File: config.mk
export PLATFORM = sky130hd
export DESIGN_NAME = trig_window_integrator_flat
export DESIGN_NICKNAME = d
export VERILOG_FILES = /design/src/rtl/trig_window_integrator_if.sv /design/src/rtl/trig_window_integrator.sv /design/src/flat_wrapper.sv
export SDC_FILE = /design/constraint.sdc
export NUM_CORES = 1
export LEC_CHECK = 0
export CAP_MARGIN = 20
export CORE_MARGIN = 1
export CORE_UTILIZATION = 40
export CTS_BUF_LIST = sky130_fd_sc_hd__clkbuf_8
export DETAILED_ROUTE_END_ITERATION = 8
export GPL_TIMING_DRIVEN = 0
export SYNTH_ARGS = -nofsm -noshare
export SYNTH_HDL_FRONTEND = slang
export SYNTH_SLANG_ARGS = --single-unit
export TNS_END_PERCENT = 30
File: constraint.sdc
create_clock -name clk -period 3.5 [get_ports clk]
set_input_delay 0.525 -clock clk [delete_from_list [all_inputs] [get_ports clk]]
set_output_delay 0.525 -clock clk [all_outputs]
set_load 0.02 [all_outputs]
File: src/rtl/trig_window_integrator_if.sv
// ---------------------------------------------------------------------------
// trig_window_integrator_if
//
// Groups the sample/trigger inputs and the integrated-result outputs of
// trig_window_integrator into one bundle.
//
//   trig        : asynchronous trigger level (rising edge starts a window)
//   din         : signed corrected sample
//   delay       : cycles from detected trigger edge to first summed sample
//   len         : number of samples to sum
//   flag_clr    : clears the sticky missed-trigger flag
//   sum_out     : signed window sum, held until the next result
//   sum_valid   : one-cycle strobe marking a new sum_out
//   busy        : a window is pending or in progress
//   missed_trig : sticky, a trigger edge arrived while busy
//
// Modports:
//   master : the side that produces samples/triggers and consumes results
//   slave  : the integrator itself
// ---------------------------------------------------------------------------
interface trig_window_integrator_if #(
  parameter int DIN_W   = 16,
  parameter int DELAY_W = 8,
  parameter int LEN_W   = 6,
  parameter int SUM_W   = DIN_W + LEN_W
);

  logic                      trig;
  logic signed [DIN_W-1:0]   din;
  logic        [DELAY_W-1:0] delay;
  logic        [LEN_W-1:0]   len;
  logic                      flag_clr;

  logic signed [SUM_W-1:0]   sum_out;
  logic                      sum_valid;
  logic                      busy;
  logic                      missed_trig;

  modport master (
    output trig,
    output din,
    output delay,
    output len,
    output flag_clr,
    input  sum_out,
    input  sum_valid,
    input  busy,
    input  missed_trig
  );

  modport slave (
    input  trig,
    input  din,
    input  delay,
    input  len,
    input  flag_clr,
    output sum_out,
    output sum_valid,
    output busy,
    output missed_trig
  );

endinterface

File: src/rtl/trig_window_integrator.sv
// ---------------------------------------------------------------------------
// trig_window_integrator
//
// Per-trigger pulse integrator sitting after the anti-droop corrector. A
// rising edge on trig (after a two-flop synchroniser) starts a window: wait
// the latched delay, sum the latched number of consecutive samples, then
// present the signed sum with a one-cycle valid strobe. Edges arriving while a
// window is pending or in progress are dropped and flagged in missed_trig.
//
// Ports:
//   clk   : sample clock, everything on the rising edge
//   rst_n : asynchronous-assert, active-low reset
//   bus   : trig_window_integrator_if.slave
//             in : trig, din, delay, len, flag_clr
//             out: sum_out, sum_valid, busy, missed_trig
//
// Timing (k = edge at which the first synchroniser flop captures 1):
//   k+1                     : leave IDLE, busy high
//   k+2+delay .. k+1+delay+len : samples summed
//   k+2+delay+len           : sum_out updates, sum_valid high, busy low
// ---------------------------------------------------------------------------
module trig_window_integrator #(
  parameter int DIN_W   = 16,
  parameter int DELAY_W = 8,
  parameter int LEN_W   = 6,
  parameter int SUM_W   = DIN_W + LEN_W
) (
  input  logic                      clk,
  input  logic                      rst_n,
  trig_window_integrator_if.slave   bus
);

  // -------------------------------------------------------------------------
  // FSM encoding
  // -------------------------------------------------------------------------
  localparam logic [1:0] ST_IDLE  = 2'd0;
  localparam logic [1:0] ST_DELAY = 2'd1;
  localparam logic [1:0] ST_INTEG = 2'd2;
  localparam logic [1:0] ST_DONE  = 2'd3;

  // -------------------------------------------------------------------------
  // Trigger synchroniser and edge detect.
  // Both flops come out of reset at 1 so a trigger that is already high when
  // reset releases is not mistaken for a fresh rising edge.
  // -------------------------------------------------------------------------
  logic trig_a;
  logic trig_b;
  logic trig_edge;

  always_ff @(posedge clk or negedge rst_n) begin
    if (!rst_n) begin
      trig_a <= 1'b1;
      trig_b <= 1'b1;
    end else begin
      trig_a <= bus.trig;
      trig_b <= trig_a;
    end
  end

  assign trig_edge = trig_a & ~trig_b;

  // -------------------------------------------------------------------------
  // Sign extension of the incoming sample to accumulator width.
  // -------------------------------------------------------------------------
  logic [SUM_W-1:0] din_ext;

  assign din_ext[DIN_W-1:0] = bus.din;

  generate
    for (genvar gi = DIN_W; gi < SUM_W; gi++) begin : gen_sext
      assign din_ext[gi] = bus.din[DIN_W-1];
    end
  endgenerate

  // -------------------------------------------------------------------------
  // State
  // -------------------------------------------------------------------------
  logic [1:0]              state_reg,     state_next;
  logic [DELAY_W-1:0]      dcnt_reg,      dcnt_next;     // delay cycles left
  logic [LEN_W-1:0]        lcnt_reg,      lcnt_next;     // samples taken so far
  logic [LEN_W-1:0]        len_lat_reg,   len_lat_next;  // len captured at accept
  logic signed [SUM_W-1:0] acc_reg,       acc_next;
  logic signed [SUM_W-1:0] sum_out_reg,   sum_out_next;
  logic                    sum_valid_reg, sum_valid_next;
  logic                    missed_reg,    missed_next;

  // -------------------------------------------------------------------------
  // Next-state logic
  // -------------------------------------------------------------------------
  always_comb begin
    state_next     = state_reg;
    dcnt_next      = dcnt_reg;
    lcnt_next      = lcnt_reg;
    len_lat_next   = len_lat_reg;
    acc_next       = acc_reg;
    sum_out_next   = sum_out_reg;
    sum_valid_next = 1'b0;

    case (state_reg)
      ST_IDLE: begin
        if (trig_edge) begin
          // delay and len are only looked at here; later changes are ignored.
          // Clearing the accumulator makes a len=0 window report zero.
          len_lat_next = bus.len;
          dcnt_next    = bus.delay;
          lcnt_next    = '0;
          acc_next     = '0;
          if (bus.delay != '0) begin
            state_next = ST_DELAY;
          end else if (bus.len != '0) begin
            state_next = ST_INTEG;
          end else begin
            state_next = ST_DONE;
          end
        end
      end

      ST_DELAY: begin
        if (dcnt_reg == DELAY_W'(1)) begin
          dcnt_next  = '0;
          state_next = (len_lat_reg != '0) ? ST_INTEG : ST_DONE;
        end else begin
          dcnt_next = dcnt_reg - DELAY_W'(1);
        end
      end

      ST_INTEG: begin
        // First sample of the window loads, the rest accumulate.
        if (lcnt_reg == '0) begin
          acc_next = $signed(din_ext);
        end else begin
          acc_next = acc_reg + $signed(din_ext);
        end
        lcnt_next = lcnt_reg + LEN_W'(1);
        // len_lat_reg is non-zero whenever this state is entered.
        if (lcnt_reg == len_lat_reg - LEN_W'(1)) begin
          state_next = ST_DONE;
        end
      end

      ST_DONE: begin
        sum_out_next   = acc_reg;
        sum_valid_next = 1'b1;
        state_next     = ST_IDLE;
      end

      default: begin
        state_next = ST_IDLE;
      end
    endcase
  end

  // Sticky missed-trigger flag: a new miss beats a simultaneous clear.
  always_comb begin
    missed_next = missed_reg;
    if (trig_edge && (state_reg != ST_IDLE)) begin
      missed_next = 1'b1;
    end else if (bus.flag_clr) begin
      missed_next = 1'b0;
    end
  end

  // -------------------------------------------------------------------------
  // Registers
  // -------------------------------------------------------------------------
  always_ff @(posedge clk or negedge rst_n) begin
    if (!rst_n) begin
      state_reg     <= ST_IDLE;
      dcnt_reg      <= '0;
      lcnt_reg      <= '0;
      len_lat_reg   <= '0;
      acc_reg       <= '0;
      sum_out_reg   <= '0;
      sum_valid_reg <= 1'b0;
      missed_reg    <= 1'b0;
    end else begin
      state_reg     <= state_next;
      dcnt_reg      <= dcnt_next;
      lcnt_reg      <= lcnt_next;
      len_lat_reg   <= len_lat_next;
      acc_reg       <= acc_next;
      sum_out_reg   <= sum_out_next;
      sum_valid_reg <= sum_valid_next;
      missed_reg    <= missed_next;
    end
  end

  // -------------------------------------------------------------------------
  // Outputs
  // -------------------------------------------------------------------------
  assign bus.sum_out     = sum_out_reg;
  assign bus.sum_valid   = sum_valid_reg;
  assign bus.busy        = (state_reg != ST_IDLE);
  assign bus.missed_trig = missed_reg;

endmodule

File: src/flat_wrapper.sv
// flat-port wrapper written by rule: the top's interface ports become plain ports
module trig_window_integrator_flat 
#(
  parameter int DIN_W   = 16,
  parameter int DELAY_W = 8,
  parameter int LEN_W   = 6,
  parameter int SUM_W   = DIN_W + LEN_W
)
  (clk, rst_n, bus_trig, bus_din, bus_delay, bus_len, bus_flag_clr, bus_sum_out, bus_sum_valid, bus_busy, bus_missed_trig);
  trig_window_integrator_if #(.DIN_W(DIN_W), .DELAY_W(DELAY_W), .LEN_W(LEN_W), .SUM_W(SUM_W)) bus_i ();
  input  logic clk;
  input  logic rst_n;
  input wire logic [$bits(bus_i.trig)-1:0] bus_trig;
  input wire logic [$bits(bus_i.din)-1:0] bus_din;
  input wire logic [$bits(bus_i.delay)-1:0] bus_delay;
  input wire logic [$bits(bus_i.len)-1:0] bus_len;
  input wire logic [$bits(bus_i.flag_clr)-1:0] bus_flag_clr;
  output wire logic [$bits(bus_i.sum_out)-1:0] bus_sum_out;
  output wire logic [$bits(bus_i.sum_valid)-1:0] bus_sum_valid;
  output wire logic [$bits(bus_i.busy)-1:0] bus_busy;
  output wire logic [$bits(bus_i.missed_trig)-1:0] bus_missed_trig;
  assign bus_i.trig = bus_trig;
  assign bus_i.din = bus_din;
  assign bus_i.delay = bus_delay;
  assign bus_i.len = bus_len;
  assign bus_i.flag_clr = bus_flag_clr;
  assign bus_sum_out = bus_i.sum_out;
  assign bus_sum_valid = bus_i.sum_valid;
  assign bus_busy = bus_i.busy;
  assign bus_missed_trig = bus_i.missed_trig;
  trig_window_integrator #(.DIN_W(DIN_W), .DELAY_W(DELAY_W), .LEN_W(LEN_W), .SUM_W(SUM_W)) u_core (.clk(clk), .rst_n(rst_n), .bus(bus_i));
endmodule
==> impl_metrics.yaml, run 1 <==
sta:
  setup_ws_ns: 0.3267
  timing.final.crit_share: 0.9066
  finalSetupViolations: 0
  slew_headroom: 0.5264
  max_freq_ghz: 0.3151
  fin_crit_ns: 3.173
  slew_violations: 0
  tightest_slew_ns: 0.7040
  holdWs_ns: 0.1645
  rsz0062_at_grt: "no"
  setup_tns_ns: 0
  clock_skew_ns: 0.01148
  hold_viol: 0
global_route:
  grt_overflow: 0
  grt_max_degree: 71
  grt_pass1_vias: 3656
  grt_pass1_wl_um: 17560
  antenna_found_initial: 0
  grt_usage: 0.1969
floorplanning:
  initial_core_util: 0.4160
  pin_count: 59
  design.core.area_mm2: 0.01042
  chipHeight_um: 106.1
  die_area_mm2: 0.01125
  placementRows: 37
  die_w_um: 106.1
clocking:
  cts_tree: "yes"
  cts_setup_buffers: 0
  clkSinkCount: 70
  cts-root-buf: "clkbuf_8"
  clk_pin_slew_ns: 0.08
  cts_resized: 0
  h-tree-depth: 3
  numCtsBuffers: 9
  cts_hold_buf: 0
  worstSkewPairLatency_ns: 0.37
  cts_buffer_depth: 2
critical_path:
  cp_slowest_cell: "clkdlybuf4s50_1"
  path_cells: "clkdlybuf4s50_1 > ha_1 > fa_1 > a21o_1 > a221oi_2 > nor2_1 > a211o_1 > a21o_1 > a211oi_2 > nor4b_1 > a221o_1"
  worstSetupPathType: "in2reg"
  worst_path_most_repeated_cell: "a21o_1"
  cp.required_ns: 3.75
  worst-path-stages: 11
  crit_fanout: 4
  crit_path_start_kind: "input port"
  endpoint_kind: "register"
  path_buf_inv: 1
  path_delay_family: "compound AO/OA/AOI/OAI gates"
  critPathMaxStageDelay_ns: 0.43
  ff2ff_path_depth: 10
  crit_arrival_ns: 3.42
place:
  port_buffers: 58
  place_ws_ns: -0.03925
  dp_hpwl_um: 7463
  globalplace.congestion: 0.9064
  dp_cells: 639
  place_area_mm2: 0.005109
power_and_ir_drop:
  p_leak_nw: 2.362
  power_density_mw_per_mm2: 868.9
  power.total_mw: 4.607
  irDropWorstVdd_mv: 0.3427
finish:
  antenna_cells: 0
  fin_cells: 655
  final_util: 0.5091
  multi_input_area_mm2: 0.002424
  fillers: 988
  drive_above_1_share: 0.1329
  layout.nets: 580
  area_growth_pct: 22.38
  stdcell_area_mm2: 0.005303
  regArea_mm2: 0.001754
synthesis:
  yosysUniqueCellTypes: 59
  synthTopCellsByArea: "dfrtp_1, ha_1, mux2_2, a21oi_1, o21ai_1"
  synth_xor_area_frac: 0.05256
  netlist_area_mm2: 0.004333
  synth_fa_ha_area_frac: 0.09125
  synth_top_area_frac: 0.3927
  synth_compound_area_frac: 0.2042
  syn_inst: 444
  post_synth_and_or_nand_nor_area_fraction: 0.1271
  synth.avg_cell_area_um2: 9.759
  synth.area.mux_share: 0.08432
  synth-seq-cells: 70
  yosysSeqAreaShare: 0.4049
  synthFlopType: "dfrtp_1"
  synth_top_family_by_area: "compound AO/OA/AOI/OAI gates"
  ys_warn_count: 0
  yosysTopAreaCell: "dfrtp_1"
  async_reset_ff_frac: 1.000
  synth_edf_count: 0
  syn_nets: 509
status:
  status: "complete, no violations"
worst_hold_path:
  min-delay-path-class: "in2async"
drt:
  via_per_inst: 5.501
  drt-wirelength-per-cell_um: 15.78
  ant_nets: 0
  firstDrtPassIters: 5
  drt_iter0_drc: 175
  drc: 0
  vias: 3603
  routed_wl_um: 10340
flow_run:
  drv_cap: 0
cells in the final DEF, fill, tap and decap left out, types with 14 or more instances in the layout:
cell type	synthesis	layout
nor2_1	19	19
ha_1	30	30
inv_1	13	14
o21ai_0	19	19
mux2_2	28	28
o21ai_1	32	32
clkdlybuf4s50_1	0	57
nand2_1	35	35
a21oi_1	38	38
dfrtp_1	68	68
xnor2_1	14	14
cell usage after synthesis, drive strengths merged, types with 5 or more instances:
cell type / count
a21o: 11
a21oi: 38
a22o: 5
a22oi: 6
and3: 8
buf: 10
clkbuf: 6
dfrtp: 68
ha: 30
inv: 16
mux2: 28
mux2i: 5
nand2: 35
nand2b: 8
nand3: 12
nand4: 5
nor2: 20
nor3: 7
nor4: 8
o21ai: 52
xnor2: 14
xor2: 12
final timing paths:
check | from | endpoint | slack, ns
worst max-delay path | bus_din[0] | u_core.acc_reg[14] | 0.33
worst min-delay path | rst_n | u_core.acc_reg[10] | 0.16
worst max register to register | u_core.acc_reg[0] | u_core.acc_reg[14] | 0.55
worst min register to register | u_core.trig_a | u_core.trig_b | 0.37
max in group asynchronous | rst_n | u_core.trig_a | 2.99
min in group clk | u_core.trig_a | u_core.trig_b | 0.37
routing by layer:
layer  global-route usage  wire length (µm)
met3              0.04721               458
met4              0.06250               139
met5                    0                 0
met1               0.2483              4775
met2               0.3319              4963
logic make-up after synthesis:
| family | count (synthesis) |
|---|---|
| AO/OA/AOI/OAI | 141 |
| XOR/XNOR | 26 |
| adder cells (fa/ha/maj) | 31 |
| buffers and inverters | 32 |
| flip-flops | 70 |
| multiplexers | 33 |
| AND/OR/NAND/NOR | 111 |
worst reg2reg max path, delay by kind of cell, from the launching register on:
family | cells | cell delay, ns
AO/OA/AOI/OAI | 6 | 1.61
adder cells (fa/ha/maj) | 2 | 0.65
flip-flops | 1 | 0.40
AND/OR/NAND/NOR | 2 | 0.18
cell type report:
type                       instances  share of cell area
buffer                            16             0.01793
clock buffer                      10             0.02596
clock inverter                     5            0.009674
inverter                          16             0.01133
multi-input combinational        342              0.4571
sequential                        70              0.3308
tap                              136             0.03209
timing repair buffer              60              0.1151
power breakdown:
group | switching (mW) | total, mW | internal, mW
Clock | 0.316 | 0.655 | 0.340
Combinational | 1.41 | 2.58 | 1.16
Sequential | 0.243 | 1.38 | 1.13
No activity file was read; power rests on OpenSTA's default activity.
==> run 2: changes to the inputs <==
--- a/config.mk
+++ b/config.mk
@@ -10,3 +10,3 @@
 export CORE_UTILIZATION = 40
-export CTS_BUF_LIST = sky130_fd_sc_hd__clkbuf_8
+export CTS_BUF_LIST = sky130_fd_sc_hd__clkbuf_16
 export DETAILED_ROUTE_END_ITERATION = 8
==> constraint.sdc (replaced) <==
create_clock -name clk -period 3.5 [get_ports clk]
set_input_delay 0.7 -clock clk [delete_from_list [all_inputs] [get_ports clk]]
set_output_delay 0.7 -clock clk [all_outputs]
set_load 0.02 [all_outputs]
==> impl_metrics.yaml, run 2 (synthesis results as in run 1) <==
status:
  status: "complete, no violations"
finish:
  antenna_cells: 0
  fillers: 976
  area_growth_pct: 24.75
  layout.nets: 580
  final_cell_mix: "dfrtp_1, clkdlybuf4s50_1, a21oi_1"
  stdcell_area_mm2: 0.005405
  final_common_cell: "dfrtp_1"
  drive_above_1_share: 0.1310
clocking:
  cts_buffer_depth: 2
  worstSkewPairLatency_ns: 0.33
  cts_hold_buf: 0
  cts_resized: 0
  cts-root-buf: "clkbuf_16"
  numCtsBuffers: 9
  h-tree-depth: 3
  cts_setup_buffers: 0
  clkSinkCount: 70
  cts_tree: "yes"
  clk_pin_slew_ns: 0.05
global_route:
  antenna_found_initial: 0
  grt_usage: 0.1956
  grt_pass1_wl_um: 17600
  grt_pass1_vias: 3654
  grt_max_degree: 71
  grt_overflow: 0
drt:
  drc: 0
  ant_nets: 0
  vias: 3612
  via_per_inst: 5.515
  drt-wirelength-per-cell_um: 15.78
  routed_wl_um: 10340
  firstDrtPassIters: 5
  drt_iter0_drc: 140
power_and_ir_drop:
  power_density_mw_per_mm2: 897.3
  p_leak_nw: 2.403
  irDropWorstVdd_mv: 0.3579
sta:
  slew_headroom: 0.4787
  timing.final.crit_share: 0.9580
  finalSetupViolations: 0
  clock_skew_ns: 0.009617
  slew_violations: 0
  holdWs_ns: 0.3647
  tightest_slew_ns: 0.7748
  max_freq_ghz: 0.2982
  rsz0062_at_grt: "no"
  hold_viol: 0
  fin_crit_ns: 3.353
critical_path:
  cp_slowest_cell: "clkdlybuf4s50_1"
  worstSetupPathType: "in2reg"
  path_delay_family: "compound AO/OA/AOI/OAI gates"
  path_buf_inv: 1
  worst-path-stages: 11
  crit_path_start: "bus_din[0]"
  ff2ff_path_depth: 10
  crit_arrival_ns: 3.56
  endpoint_kind: "register"
  cp.required_ns: 3.71
  r2r_start: "u_core.acc_reg[0]"
  worst_path_most_repeated_cell: "a21o_1"
  critPathMaxStageDelay_ns: 0.43
  crit_fanout: 4
  crit_path_start_kind: "input port"
  path_cells: "clkdlybuf4s50_1 > ha_1 > fa_1 > a21o_1 > a221oi_4 > nor2_1 > a211o_1 > a21o_1 > a211oi_2 > nor4b_1 > a221o_1"
floorplanning:
  chipHeight_um: 106.1
  initial_core_util: 0.4160
  die_w_um: 106.1
  design.core.area_mm2: 0.01042
  die_area_mm2: 0.01125
  pin_count: 59
  placementRows: 37
worst_hold_path:
  hold_start: "u_core.trig_a"
  worstHoldPathCells: 0
  min-delay-path-class: "reg2reg"
place:
  place_area_mm2: 0.005109
  dp_hpwl_um: 7463
  globalplace.congestion: 0.9064
  port_buffers: 58
flow_run:
  drv_cap: 0
run 2: final timing paths:
path	slack (ns)	endpoint
worst max register to register	0.58	u_core.acc_reg[14]
min in group asynchronous	0.38	u_core.acc_reg[15]
max in group asynchronous	2.79	u_core.trig_a
worst max-delay path	0.15	u_core.acc_reg[14]
worst min register to register	0.36	u_core.trig_b
worst min-delay path	0.36	u_core.trig_b
run 2: stage by stage:
| stage | setup slack, ns | std cells | power [mW] | utilization | setup TNS (ns) |
|---|---|---|---|---|---|
| finish | 0.1470 | 655 | 4.850 | 0.5189 | 0 |
| global route | 0.02482 | 655 | 5.240 | 0.5189 | 0 |
| CTS | 0.1108 | 654 | 4.867 | 0.5174 | 0 |
| detailed placement | -0.2142 | 639 | 3.955 | 0.4905 | -0.4873 |
| global placement | -0.7816 | 638 | 3.886 | 0.4880 | -53.21 |
| floorplan | 0.5043 | 444 | 3.202 | - | 0 |
run 2: cell type report:
type / instances / area, µm² / share of cell area
buffer: 16 / 95.09 / 0.01759
tap: 136 / 170.2 / 0.03148
inverter: 16 / 60.06 / 0.01111
timing repair buffer: 60 / 610.6 / 0.1130
multi-input combinational: 342 / 2435 / 0.4505
clock buffer: 9 / 225.2 / 0.04167
clock inverter: 6 / 55.05 / 0.01019
sequential: 70 / 1754 / 0.3245
run 2: power breakdown:
part	internal [mW]	switching [mW]	total [mW]
sequential	1.14	0.243	1.38
clock	0.540	0.339	0.879
combinational	1.17	1.43	2.59
total	2.84	2.01	4.85
run 2: routing by layer:
| metal | global-route usage | vias to the layer above | wire length (µm) |
|---|---|---|---|
| met5 | 0 | - | 0 |
| met4 | 0.06746 | 0 | 128 |
| met3 | 0.03433 | 11 | 395 |
| met2 | 0.3333 | 71 | 4957 |
| met1 | 0.2495 | 1760 | 4854 |
| li1 | - | 1770 | - |
==> run 3: changes to the inputs <==
CORE_MARGIN = 2   (was 1)
==> impl_metrics.yaml, run 3 (synthesis results as in run 1) <==
global_route:
  grt_pass1_vias: 3612
  grt_usage: 0.1897
  grt_pass1_wl_um: 17460
  grt_max_degree: 70
  grt_overflow: 0
  antenna_found_initial: 0
place:
  place_ws_ns: -0.2010
  dp_hpwl_um: 7590
  globalplace.congestion: 0.8723
  port_buffers: 58
clocking:
  clkSinkCount: 70
  numCtsBuffers: 9
  cts_buffer_depth: 2
  cts_setup_buffers: 0
  cts_hold_buf: 0
  clk_pin_slew_ns: 0.05
  cts_resized: 0
  cts_tree: "yes"
  worstSkewPairLatency_ns: 0.34
  h-tree-depth: 3
  cts-root-buf: "clkbuf_16"
finish:
  final_cell_mix: "dfrtp_1, clkdlybuf4s50_1, a21oi_1"
  antenna_cells: 0
  layout.nets: 580
  area_growth_pct: 26.16
  final_common_cell: "dfrtp_1"
  drive_above_1_share: 0.1349
drt:
  vias: 3596
  drt-wirelength-per-cell_um: 15.68
  routed_wl_um: 10330
  firstDrtPassIters: 4
  via_per_inst: 5.457
  ant_nets: 0
  drc: 0
  drt_iter0_drc: 189
power_and_ir_drop:
  p_leak_nw: 2.425
  power_density_mw_per_mm2: 915.6
  power.total_mw: 5.005
  irDropWorstVdd_mv: 0.3936
critical_path:
  endpoint_kind: "register"
  crit_fanout: 4
  crit_arrival_ns: 3.54
  critPathMaxStageDelay_ns: 0.43
  worst_path_most_repeated_cell: "a21o_1"
  path_buf_inv: 1
  crit_path_start_kind: "input port"
  cp_slowest_cell: "clkdlybuf4s50_1"
  path_delay_family: "compound AO/OA/AOI/OAI gates"
  path_cells: "clkdlybuf4s50_1 > ha_1 > fa_1 > a21o_1 > a221oi_4 > nor2_1 > a211o_1 > a21o_1 > a211oi_2 > nor4b_1 > a221o_1"
  worstSetupPathType: "in2reg"
  cp.required_ns: 3.72
sta:
  setup_tns_ns: 0
  fin_crit_ns: 3.317
  slew_violations: 0
  finalSetupViolations: 0
  setup_ws_ns: 0.1828
  slew_headroom: 0.5142
  rsz0062_at_grt: "no"
  max_freq_ghz: 0.3015
  clock_skew_ns: 0.007662
  hold_viol: 0
  holdWs_ns: 0.1502
  timing.final.crit_share: 0.9478
  tightest_slew_ns: 0.7287
floorplanning:
  pin_count: 59
  chipHeight_um: 108.1
  placementRows: 38
  die_area_mm2: 0.01168
  initial_core_util: 0.4050
  die_w_um: 108.1
  design.core.area_mm2: 0.01070
status:
  status: "complete, no violations"
flow_run:
  drv_cap: 0
worst_hold_path:
  min-delay-path-class: "in2async"
==> run 3: final timing paths <==
kind,start,slack [ns],depth (start not counted),to
worst max-delay path,bus_din[0],0.18,11,u_core.acc_reg[14]
worst min-delay path,rst_n,0.15,1,u_core.bus.sum_out[16]
worst max register to register,u_core.acc_reg[0],0.59,10,u_core.acc_reg[14]
worst min register to register,u_core.trig_a,0.37,0,u_core.trig_b
max in group asynchronous,rst_n,2.80,2,u_core.trig_b
min in group clk,u_core.trig_a,0.37,0,u_core.trig_b
==> run 3: layout make-up <==
| cell class | count | area, µm² |
|---|---|---|
| inverters | 16 | 60.06 |
| well taps | 140 | 175.2 |
| clock inverters | 6 | 111.4 |
| fillers | 984 | 5231 |
| plain buffers | 16 | 95.09 |
| clock buffers | 9 | 225.2 |
| multi-input cells | 342 | 2435 |
| repair buffers | 60 | 610.6 |
| flip-flops and latches | 70 | 1754 |
==> run 3: worst reg2reg max path: stages (launching register included) <==
cell and delay [ns]:
dfrtp_1 0.40, ha_1 0.22, fa_1 0.42, a21o_1 0.24, a221oi_4 0.31, nor2_1 0.09
a211o_1 0.33, a21o_1 0.20, a211oi_2 0.21, nor4b_1 0.08, a221o_1 0.27
==> run 3: per-stage QoR <==
step	std cells	area, µm²	utilization
floorplan	444	4333	-
global placement	642	5089	0.4757
detailed placement	643	5114	0.4780
CTS	658	5450	0.5095
global route	659	5466	0.5110
finish	659	5466	0.5110
==> run 3: per-layer routing <==
layer  vias to the layer above  part of all wire  global-route usage  routed length [µm]
li1                       1774                 -                   -                   -
met4                         0             0.018             0.08059                 187
met5                         -                 0                   0                   0
met3                        13             0.041             0.03376                 419
met1                      1737              0.49              0.2558                5034
met2                        72              0.45              0.3005                4692
==> run 3: report_power, final <==
part / switching (mW) / total, mW / internal (mW)
combinational: 1.41 / 2.58 / 1.17
sequential: 0.244 / 1.38 / 1.14
clock: 0.353 / 1.04 / 0.691
total: 2.01 / 5.01 / 2.99
